--- src/rtl/keypad_scanner.sv ---
// rtl/keypad_scanner.sv - 4x4 active-low matrix keypad scanner with frame debounce
// Optional auto-repeat strobes when built with KEYPAD_AUTOREPEAT_EN defined.
module keypad_scanner #(
    parameter int SCAN_CLK_COUNT = 10,
`ifdef KEYPAD_AUTOREPEAT_EN
    parameter int REPEAT_FRAMES  = 8,
`endif
    parameter int DEBOUNCE_SCANS = 3
) (
    input  logic       i_clk,
    input  logic       i_rst,
    input  logic [3:0] i_rows,
    output logic [3:0] o_cols,
    output logic [3:0] o_key_code,
    output logic       o_key_valid,
    output logic       o_key_pressed
);
    localparam int SCAN_W = $clog2(SCAN_CLK_COUNT);
    localparam int DEB_W  = $clog2(DEBOUNCE_SCANS + 1);
`ifdef KEYPAD_AUTOREPEAT_EN
    localparam int REP_W  = $clog2(REPEAT_FRAMES + 1);
`endif

    typedef enum logic [1:0] {IDLE, DEBOUNCE, PRESSED, RELEASE} state_t;

    state_t            state, state_nx;
    logic [3:0]        rows_meta, rows_sync;
    logic [SCAN_W-1:0] scan_cnt;
    logic [1:0]        col_idx;
    logic [3:0]        samp0, samp1, samp2;
    logic [3:0]        cand, cand_nx;
    logic [DEB_W-1:0]  cnt, cnt_nx, rel_cnt, rel_nx;
    logic [3:0]        code_nx;
    logic              valid_nx, pressed_nx;
    logic              tc, frame_end;
    logic [15:0]       frame;
    logic [1:0]        low_cnt;
    logic [3:0]        hit_code;
    logic              is_none, is_single, accept;
`ifdef KEYPAD_AUTOREPEAT_EN
    logic [REP_W-1:0]  rep_cnt, rep_nx;
`endif

    assign tc        = (scan_cnt == SCAN_W'(SCAN_CLK_COUNT - 1));
    assign frame_end = tc && (col_idx == 2'd3);
    assign o_cols    = ~(4'b0001 << col_idx);

    always_ff @(posedge i_clk or negedge i_rst) begin
        if (!i_rst) begin
            rows_meta <= 4'hF;
            rows_sync <= 4'hF;
            scan_cnt  <= '0;
            col_idx   <= '0;
            samp0     <= 4'hF;
            samp1     <= 4'hF;
            samp2     <= 4'hF;
        end else begin
            rows_meta <= i_rows;
            rows_sync <= rows_meta;
            if (tc) begin
                scan_cnt <= '0;
                col_idx  <= col_idx + 2'd1;
                case (col_idx)
                    2'd0:    samp0 <= rows_sync;
                    2'd1:    samp1 <= rows_sync;
                    2'd2:    samp2 <= rows_sync;
                    default: ;
                endcase
            end else begin
                scan_cnt <= scan_cnt + SCAN_W'(1);
            end
        end
    end

    // Column 3 is classified from the live sample so the frame closes on its own terminal count.
    always_comb begin
        frame    = {rows_sync, samp2, samp1, samp0};
        low_cnt  = '0;
        hit_code = '0;
        for (int c = 0; c < 4; c++) begin
            for (int r = 0; r < 4; r++) begin
                if (!frame[c*4 + r]) begin
                    if (low_cnt != 2'd2) low_cnt = low_cnt + 2'd1;
                    hit_code = 4'(r*4 + c);
                end
            end
        end
        is_none   = (low_cnt == 2'd0);
        is_single = (low_cnt == 2'd1);
    end

    always_comb begin
        state_nx   = state;
        cand_nx    = cand;
        cnt_nx     = cnt;
        rel_nx     = rel_cnt;
        code_nx    = o_key_code;
        valid_nx   = 1'b0;
        pressed_nx = o_key_pressed;
        accept     = 1'b0;
`ifdef KEYPAD_AUTOREPEAT_EN
        rep_nx     = rep_cnt;
`endif
        if (frame_end) begin
            unique case (state)
                IDLE: begin
                    if (is_single) begin
                        cand_nx = hit_code;
                        cnt_nx  = DEB_W'(1);
                        if (DEBOUNCE_SCANS <= 1) accept   = 1'b1;
                        else                     state_nx = DEBOUNCE;
                    end
                end
                DEBOUNCE: begin
                    if (is_single && hit_code == cand) begin
                        cnt_nx = cnt + DEB_W'(1);
                        if (int'(cnt) + 1 >= DEBOUNCE_SCANS) accept = 1'b1;
                    end else if (is_single) begin
                        cand_nx = hit_code;
                        cnt_nx  = DEB_W'(1);
                    end else begin
                        state_nx = IDLE;
                        cnt_nx   = '0;
                    end
                end
                PRESSED: begin
`ifdef KEYPAD_AUTOREPEAT_EN
                    rep_nx = '0;
                    if (is_single) begin
                        if (int'(rep_cnt) + 1 >= REPEAT_FRAMES) valid_nx = 1'b1;
                        else                                    rep_nx   = rep_cnt + REP_W'(1);
                    end
`endif
                    if (is_none) begin
                        if (DEBOUNCE_SCANS <= 1) begin
                            state_nx   = IDLE;
                            pressed_nx = 1'b0;
                            rel_nx     = '0;
                        end else begin
                            state_nx = RELEASE;
                            rel_nx   = DEB_W'(1);
                        end
                    end else begin
                        rel_nx = '0;
                    end
                end
                RELEASE: begin
                    if (is_none) begin
                        if (int'(rel_cnt) + 1 >= DEBOUNCE_SCANS) begin
                            state_nx   = IDLE;
                            pressed_nx = 1'b0;
                            rel_nx     = '0;
                        end else begin
                            rel_nx = rel_cnt + DEB_W'(1);
                        end
                    end else begin
                        state_nx = PRESSED;
                        rel_nx   = '0;
`ifdef KEYPAD_AUTOREPEAT_EN
                        rep_nx   = '0;
`endif
                    end
                end
                default: state_nx = IDLE;
            endcase
            if (accept) begin
                state_nx   = PRESSED;
                code_nx    = cand_nx;
                valid_nx   = 1'b1;
                pressed_nx = 1'b1;
                rel_nx     = '0;
                cnt_nx     = '0;
`ifdef KEYPAD_AUTOREPEAT_EN
                rep_nx     = '0;
`endif
            end
        end
    end

    always_ff @(posedge i_clk or negedge i_rst) begin
        if (!i_rst) begin
            state         <= IDLE;
            cand          <= '0;
            cnt           <= '0;
            rel_cnt       <= '0;
            o_key_code    <= '0;
            o_key_valid   <= 1'b0;
            o_key_pressed <= 1'b0;
`ifdef KEYPAD_AUTOREPEAT_EN
            rep_cnt       <= '0;
`endif
        end else begin
            state         <= state_nx;
            cand          <= cand_nx;
            cnt           <= cnt_nx;
            rel_cnt       <= rel_nx;
            o_key_code    <= code_nx;
            o_key_valid   <= valid_nx;
            o_key_pressed <= pressed_nx;
`ifdef KEYPAD_AUTOREPEAT_EN
            rep_cnt       <= rep_nx;
`endif
        end
    end
endmodule

--- config.mk ---
export PLATFORM = sky130hd
export DESIGN_NAME = keypad_scanner
export DESIGN_NICKNAME = d
export VERILOG_FILES = /design/src/rtl/keypad_scanner.sv
export SDC_FILE = /design/constraint.sdc
export NUM_CORES = 1
export LEC_CHECK = 0
export ABC_CLOCK_PERIOD_IN_PS = 10300
export CORE_AREA = 8 8 121 123
export CTS_CLUSTER_SIZE = 20
export DETAILED_ROUTE_END_ITERATION = 12
export DIE_AREA = 0 0 129 131
export PLACE_DENSITY_LB_ADDON = 0.3
export SYNTH_ARGS = -nofsm -noshare
export SYNTH_HDL_FRONTEND = slang
export SYNTH_SLANG_ARGS = --single-unit
--- constraint.sdc ---
create_clock -name i_clk -period 10.3 [get_ports i_clk]
set_clock_uncertainty 0.1 [all_clocks]
set_input_delay 2.575 -clock i_clk [delete_from_list [all_inputs] [get_ports i_clk]]
set_output_delay 2.575 -clock i_clk [all_outputs]
set_load 0.02 [all_outputs]
# After elaboration in Yosys (flattened, before gate mapping)
# Cells that the tools add are included.
# totals
register_bits,42
word_cells,163
input_bits,6
output_inout_bits,10
# classes
n_shift,1
reduce_logical,18
add_sub_neg,21
n_lt_le_gt_ge,2
eq_ne,29
mux,77
bitwise,1
# ops
op,count
two-way mux 2 bit,42
two-way mux 4 bit,17
"adder 2 x 1 -> 2 bit, second input constant",18
"inequality test 2 bit, second input constant",15
two-way mux 1 bit,13
"inequality test 3 bit, second input constant",4
AND reduction 2 bit,5
"== test 2 bit, second input constant",4
case mux 2 bit (2 select lines),2
case mux 2 bit (4 select lines),1
case mux 4 bit (2 select lines),1
"adder 2 x 1 -> 3 bit, second input constant",2
"== test 2 x 1 -> 1 bit, second input constant",3
">= comparator 3 x 2 -> 1 bit, second input constant",2
zero test 2 bit,3
AND reduction 6 bit,1
nonzero test 2 bit,3
nonzero test 3 bit,2
"adder 4 x 1 -> 4 bit, second input constant",1
== test 4 bit,1
"== test 4 bit, second input constant",1
"inequality test 4 bit, second input constant",1
inverter 4 bit,1
AND reduction 4 bit,1
other kinds (4),5

# Depth between registers and ports, before layout
# Gate-level depths: netlist (run 1).
# depth
ltp_word,53
mapped_depth,27
mapped_depth_nobuf,25

# Least setup slack after synthesis (run 1)
# OpenSTA, ideal clock, no wires.
# synth_timing
path_kind,register to register
start,register samp0[0]
end,register o_key_code[2]
slack_ns,3.587
required_ns,10.072
n_path_buf,1
synth_period_minus_slack_ns,6.713
stages_incl_launch_ff,25
setup_ns,0.128
arrival_ns,6.485
cell_sequence,dfstp_2 > inv_1 > ha_1 > mux2_1 > a21o_1 > a311oi_4 > nor3_1 > or2_0 > a222oi_1 > a21oi_1 > a21o_1 > or4_1 > a32oi_2 > o211ai_2 > nor3b_1 > or4b_1 > buf_2 > a221oi_2 > nor2_1 > ha_1 > o21ai_0 > o21ai_1 > nand2_2 > nand4_2 > mux2_1
# synth_via
elab_chain_cells,52
word_cells_on_any_way,70
classes_between,add/sub: 15; eq/ne: 16; mux: 37; reduce/logical: 2
# synth_rtl
item,line,rtl
"start, declared",30,"logic [3:0] samp0, samp1, samp2;"
"start signal, assigned",64,2'd0: samp0 <= rows_sync;
two-way mux 1 bit (*),82,if (!frame[c*4 + r]) begin
adder 2 x 1 -> 2 bit or inequality test 2 bit (tied branches),83,if (low_cnt != 2'd2) low_cnt = low_cnt + 2'd1;
two-way mux 2 bit,83,
two-way mux 2 bit (*),82,
adder 2 x 1 -> 2 bit or inequality test 2 bit (tied branches),83,
two-way mux 2 bit,83,
two-way mux 2 bit (*),82,
adder 2 x 1 -> 2 bit or inequality test 2 bit (tied branches),83,
[36 not listed],n/a,
two-way mux 2 bit,83,
two-way mux 2 bit (*),82,
== test 2 x 1 -> 1 bit (*),89,is_single = (low_cnt == 2'd1);
logical AND 1 bit,115,if (is_single && hit_code == cand) begin
two-way mux 1 bit,115,
two-way mux 1 bit,105,unique case (state)
two-way mux 1 bit,104,if (frame_end) begin
AND reduction 2 bit (no line),n/a,
"end signal, assigned",197,o_key_code <= code_nx;
"end, declared",14,"output logic [3:0] o_key_code,"
# Every way passes the cells marked *; elsewhere a longest branch is shown, timed or not. The select of a mux whose other input is x is not followed.
# A chain may end at the register's enable or synchronous reset.

# Worst setup path in the final report (run 1)
# layout_timing
start,register samp0[0]
end,register o_key_code[3]
# The elaborated chain is that of the path after synthesis.

==> results.md, run 1 <==
- Setup TNS: 0 ps
- Total power: between 600 and 700 uW
- Num CTS Buffers: 5
- Post-synth cell types: 91
- Initial Utilization: 0.2922
- Max-Slew Margin vs Limit: 0.2944
- Inserted Diodes: 0
- RSZ-0062 raised after global routing: false
- Deepest clock path buffer count: 2
- IO Port Bufs: 15
- Multi-input gate area: ~2500 um^2
- Hold Path Class: flip-flop to flip-flop
- Kind of critical path: flip-flop to flip-flop
- Register area: approximately 1100 um^2
- Crit path DAT: slightly below 8000 ps
- Most frequent cells after synthesis: 51 x nand2_1, 35 x nor2_1, 31 x inv_1
- Routed Antenna Nets: 0
- Post-synthesis register bit count: between 40 and 50
- Fillcell total: about 1300
- WL met3: ~360 um
- Placed Instance Area: 4048 um^2
- # H-tree levels: 2
- Die width: approximately 130 um
- Synth Instances: about 450
- Final Net Count: 470
- Post-synth top flop: dfrtp_1
- Vias/cell: approximately 5.4
- Die Ht: between 100 and 150 um
- Worst-Skew Late Latency: 280 ps
- Crit. End Element: flip-flop
- Leakage: around 1.7 nW
- Ys async rst share: 1.000
- Met1 Routed Length: roughly 4.3 mm
- Post-synth EDFFs: 0
- Hold Vio Cnt, Final: 0
- Most frequent cell after synthesis: nand2_1
- Synth area leaders: dfrtp_1 15%, dfstp_2 14%, nand2_1 5.1%
- Clk pin slew, worst setup/hold paths: approximately 60 ps
- DRC viols: 0
- Final setup violation count: 0
- Routed Wire Length: a little over 9 mm
- Dpl hpwl: 7.034 mm
- Seq/Total Area, Yosys: 0.2860
- # IOs: 16
- Synthesized Nets: between 400 and 500
- Root Buffer Master: clkbuf_16
- Cells on worst reg2reg path: 23
- Post-synth top area cell: dfrtp_1
- Netlist Area Pre-Place: around 3800 um^2
- Synth Area per Inst: between 8 and 9 um^2
- Synth warn: 0
- Placer Congestion: approximately 0.86
- Least-Margin Pin Slew: 1058 ps
- Initial antenna violation count: 0
- Startpoint Class: flip-flop
- Fin area: 4215 um^2
- First-pass GRT wire length: ~16 mm
- Met2 wire len: 4.268 mm
- Area grow syn2layout: 12.04%
- Max Freq: ~0.13 GHz
- Uppermost layer routed: met4
- Hold Path Depth: 0
- Grt total ovfl: 0
- Critical path fanouts, max: 11
- Period minus WS final: 7826 ps
- Die area: ~17000 um^2
- CTS tree: yes
- Final Max Slew Viols: 0
- # Post-CTS Setup Buffers: 0
- Status: completed
- Vias: ~3400
- Clock sink count: between 40 and 50
- Vias in the first global route: approximately 3400
- Pre-antenna DRT Iters: 5
- Post-CTS sizing: 0
- Rows: 42
- Cts-stage hold buffer count: 0
- Peak VDD IR: approximately 100 uV
- Max_cap viols: 0
- Share of layout cells above drive strength 1: 0.1388
- Gr usage total: 0.1128
- Post-synth top area share: 0.1463
- Core box area: 12870 um^2
- DR iter-0 viols: roughly 190
- Period utilization: 0.7598
- Drt wl/cell: approximately 14 um
- Pin count of the biggest net entering global routing: between 40 and 50
- Pwr dens: about 150 nW/um^2
- Crit path required time: roughly 10000 ps
[area by class of cell]
cell class	count	share of cell area
Clock buffer	8	0.03977
Timing Repair Buffer	15	0.03443
Tap cell	176	0.05224
Multi-Input combinational cell	356	0.5889
Sequential cell	42	0.2553
Inverter	33	0.02939
[through the flow]
| step | worst slack (ps) | util | hold slack, ps | instances |
|---|---|---|---|---|
| after floorplan | 3587 | - | 245.2 | 447 |
| after global placement | 2775 | 0.3144 | 248.4 | 622 |
| after detailed placement | 2651 | 0.3144 | 249.3 | 622 |
| after CTS | 2618 | 0.3274 | 258.2 | 630 |
| after global routing | 1955 | 0.3274 | 260.9 | 630 |
| final | 2474 | 0.3274 | 256.5 | 630 |
[logic make-up (layout without fill, tap and decap cells)]
group / after synthesis / in the layout / share of synthesized area
compound gates: 149 / 149 / 0.3183
xor+xnor: 13 / 13 / 0.03226
fa+ha+maj: 11 / 11 / 0.03658
buf+inv: 49 / 56 / 0.05421
flops: 42 / 42 / 0.2860
mux: 11 / 11 / 0.03292
simple gates: 172 / 172 / 0.2398
[routing by layer]
layer,vias to the layer above,GRT usage
li1,1709,-
met5,-,0
met3,15,0.01542
met1,1612,0.1422
met2,76,0.1943
met4,0,0.03732
[power breakdown]
part | internal (mW) | switching [mW] | leakage [nW]
clock network | 0.111 | 0.0591 | 0.0823
logic | 0.0999 | 0.161 | 1.09
registers | 0.180 | 0.0182 | 0.501
total | 0.391 | 0.238 | 1.68
[worst max-delay path, stage by stage (launching register included)]
cell and delay, ps:
dfstp_2 550, inv_1 60, ha_1 380, and4b_1 250
a221oi_2 650, xnor2_2 190, o21a_1 170, or2_0 230
a222oi_1 870, a21oi_1 140, a21o_1 320, or4_1 510
a32oi_2 290, o211ai_2 150, nor3b_1 170, or4b_1 700
a221oi_2 470, nor2_1 80, ha_1 320, o21ai_0 180
o21ai_1 160, nand2_2 160, nand4_2 210, mux2_1 370
[state kept, by name (all words and copies together), names as in the netlist, 4 cells and up]
register / cells
o_key_code: 4
cand: 4
samp1: 4
samp0: 4
scan_cnt: 4
rows_meta: 4
samp2: 4
rows_sync: 4
[path summary, 6_finish.rpt]
check | from | endpoint | slack (ps)
worst max-delay path | samp0[0] | o_key_code[3] | 2470
worst min-delay path | rows_meta[1] | rows_sync[1] | 260
worst max register to register | samp0[0] | o_key_code[3] | 2470
worst min register to register | rows_meta[1] | rows_sync[1] | 260
max in group asynchronous | i_rst | col_idx[1] | 7200
min in group asynchronous | i_rst | o_key_code[0] | 2330
[cell usage in the layout (no fill, tap or decap), drive strengths merged, types with 6 or more instances in the layout]
master         synthesis  layout
mux2                   8       8
o31ai                  8       8
clkdlybuf4s50          0      14
nor3                   8       8
nor2b                  7       7
nor4b                  7       7
o21a                   6       6
a32oi                  7       7
o21ai                 36      36
and3                   6       6
a21o                   7       7
inv                   31      31
a31oi                  8       8
nor4                   6       6
nand3                 20      20
nor2                  35      35
dfstp                 20      20
clkbuf                 9       8
xnor2                  8       8
dfrtp                 22      22
a21oi                 13      13
nand2                 52      52
ha                    11      11
Power figures use the tool's default switching activity.
==> run 2, diff against run 1 <==
--- a/config.mk
+++ b/config.mk
@@ -5,7 +5,7 @@
 export SDC_FILE = /design/constraint.sdc
 export NUM_CORES = 1
 export LEC_CHECK = 0
-export ABC_CLOCK_PERIOD_IN_PS = 10300
+export ABC_CLOCK_PERIOD_IN_PS = 7000
 export CORE_AREA = 8 8 121 123
 export CTS_CLUSTER_SIZE = 20
 export DETAILED_ROUTE_END_ITERATION = 12
==> constraint.sdc (replaced) <==
create_clock -name i_clk -period 7 [get_ports i_clk]
set_clock_uncertainty 0.1 [all_clocks]
set_input_delay 1.75 -clock i_clk [delete_from_list [all_inputs] [get_ports i_clk]]
set_output_delay 1.75 -clock i_clk [all_outputs]
set_load 0.02 [all_outputs]
==> results.md, run 2 (synthesis results as in run 1) <==
- Leakage: roughly 1.9 nW
- Routed Wire Length: 9.912 mm
- Cells on worst reg2reg path: 27
- Root Buffer Master: clkbuf_16
- Vias in the first global route: ~3500
- Final core utilization: 0.3678
- Hold endpoint: rows_sync[0]
- R2R Path End: cand[1]
- Status: completed
- Deepest clock path buffer count: 2
- Initial Utilization: 0.2922
- Die area: ~17000 um^2
- CP delay by family, top: compound AO/OA/AOI/OAI gates
- Rows: 42
- Share of layout cells above drive strength 1: 0.2755
- Placed cell count: 651
- Kind of critical path: flip-flop to flip-flop
- Routed Antenna Nets: 0
- Startpoint of the worst hold path: rows_meta[0]
- Hold Vio Cnt, Final: 0
- Register area: about 1100 um^2
- Clock sink count: 42
- IO Port Bufs: 15
- Setup TNS: 0 ps
- Placer Congestion: just under 0.9
- Multi-input gate area: ~2700 um^2
- Final Max Slew Viols: 0
- Buf/Inv on CP: 4
- Max_cap viols: 0
- Period utilization: 0.9695
- Fin cells: 666
- DR iter-0 viols: around 230
- Grt total ovfl: 0
- Final hold slack: between 200 and 300 ps
- CTS tree: yes
- Final setup violation count: 0
- Pin count of the biggest net entering global routing: between 40 and 50
- Peak VDD IR: 183.3 uV
- Drt wl/cell: approximately 15 um
- Total power: about 1.1 mW
- Placed Instance Area: between 4000 and 5000 um^2
- Vias: roughly 3600
- # IOs: 16
- Crit path DAT: 6860 ps
- Crit path required time: approximately 7100 ps
- Hold Path Class: flip-flop to flip-flop
- Final Net Count: 506
- Area grow syn2layout: 25.87%
- Cell mode on critical path: buf_4
- Core box area: 12870 um^2
- Pre-CTS setup slack: -55.07 ps
- # H-tree levels: 2
- Hold Path Depth: 0
- Initial antenna violation count: 0
- Pre-antenna DRT Iters: 4
- Max Freq: roughly 0.15 GHz
- Worst R2R Start: samp0[0]
- DRC viols: 0
- Vias/cell: between 5 and 6
- Die width: approximately 130 um
- Die Ht: around 130 um
- PnR worst setup slack: ~210 ps
- Fillcell total: about 1300
- Dpl hpwl: roughly 7.4 mm
- Leading cell type in the layout, fill and taps excluded: nand2_1
- Crit path largest cell delay: roughly 550 ps
- Inserted Diodes: 0
- Num CTS Buffers: 5
- Least-Margin Pin Slew: approximately 900 ps
- Gr usage total: 0.1177
- Max-Slew Margin vs Limit: 0.3999
- Clk pin slew, worst setup/hold paths: around 60 ps
- First-pass GRT wire length: 16.71 mm
- Crit. End Element: flip-flop
- Critical path fanouts, max: 6
- Most frequent cells in the layout: 48 x nand2_1, 36 x buf_4, 34 x nor2_1
- Period minus WS final: roughly 6800 ps
- R2r setup slk: roughly 210 ps
- Critical path's slowest cell: dfstp_2
- Fin area: between 4000 and 5000 um^2
- Worst-Skew Late Latency: around 280 ps
- Pwr dens: ~230 nW/um^2
- Startpoint Class: flip-flop
==> run 2: cell count changes in the layout (fill, tap and decap cells not counted), moves of 3 or more <==
cell | previous run | this run
a31oi_1 | 8 | 5
nand2_1 | 51 | 48
buf_4 | 0 | 36
nand2_2 | 1 | 4
==> run 2: power breakdown <==
group	total [mW]	switching, mW	internal (mW)
Clock	0.260	0.0911	0.168
Combinational	0.523	0.286	0.237
Sequential	0.292	0.0278	0.265
==> run 2: worst max path at each step <==
| stage | start | to | cells after the start |
|---|---|---|---|
| detailed placement | samp0[0] | o_key_code[0] | 25 |
| floorplan | samp0[0] | o_key_code[2] | 24 |
| finish | samp0[0] | cand[1] | 27 |
| global route | samp0[0] | cand[1] | 26 |
| global placement | samp0[0] | o_key_code[0] | 22 |
| CTS | samp0[0] | o_key_code[2] | 25 |
==> run 2: layout make-up <==
class | instances | share of cell area
flip-flops and latches | 42 | 0.2272
multi-input cells | 356 | 0.5775
clock inverters | 2 | 0.007662
repair buffers | 51 | 0.08771
clock buffers | 6 | 0.02721
inverters | 33 | 0.02616
well taps | 176 | 0.04650
==> run 2: repair_timing <==
item                       4_1_cts  5_1_grt
setup endpoints to repair        9       16
hold buffers                     0        0
pin swaps                        3       15
gates resized for setup         10       38
setup buffers                    1        6
==> run 2: metal layers <==
layer	global-route usage	part of all wire	wire length (um)	vias to the layer above
met4	0.03732	0.019	192	0
li1	-	-	-	1780
met1	0.1466	0.46	4519	1723
met2	0.2084	0.50	4925	79
met5	0	0	0	-
met3	0.01258	0.028	275	21
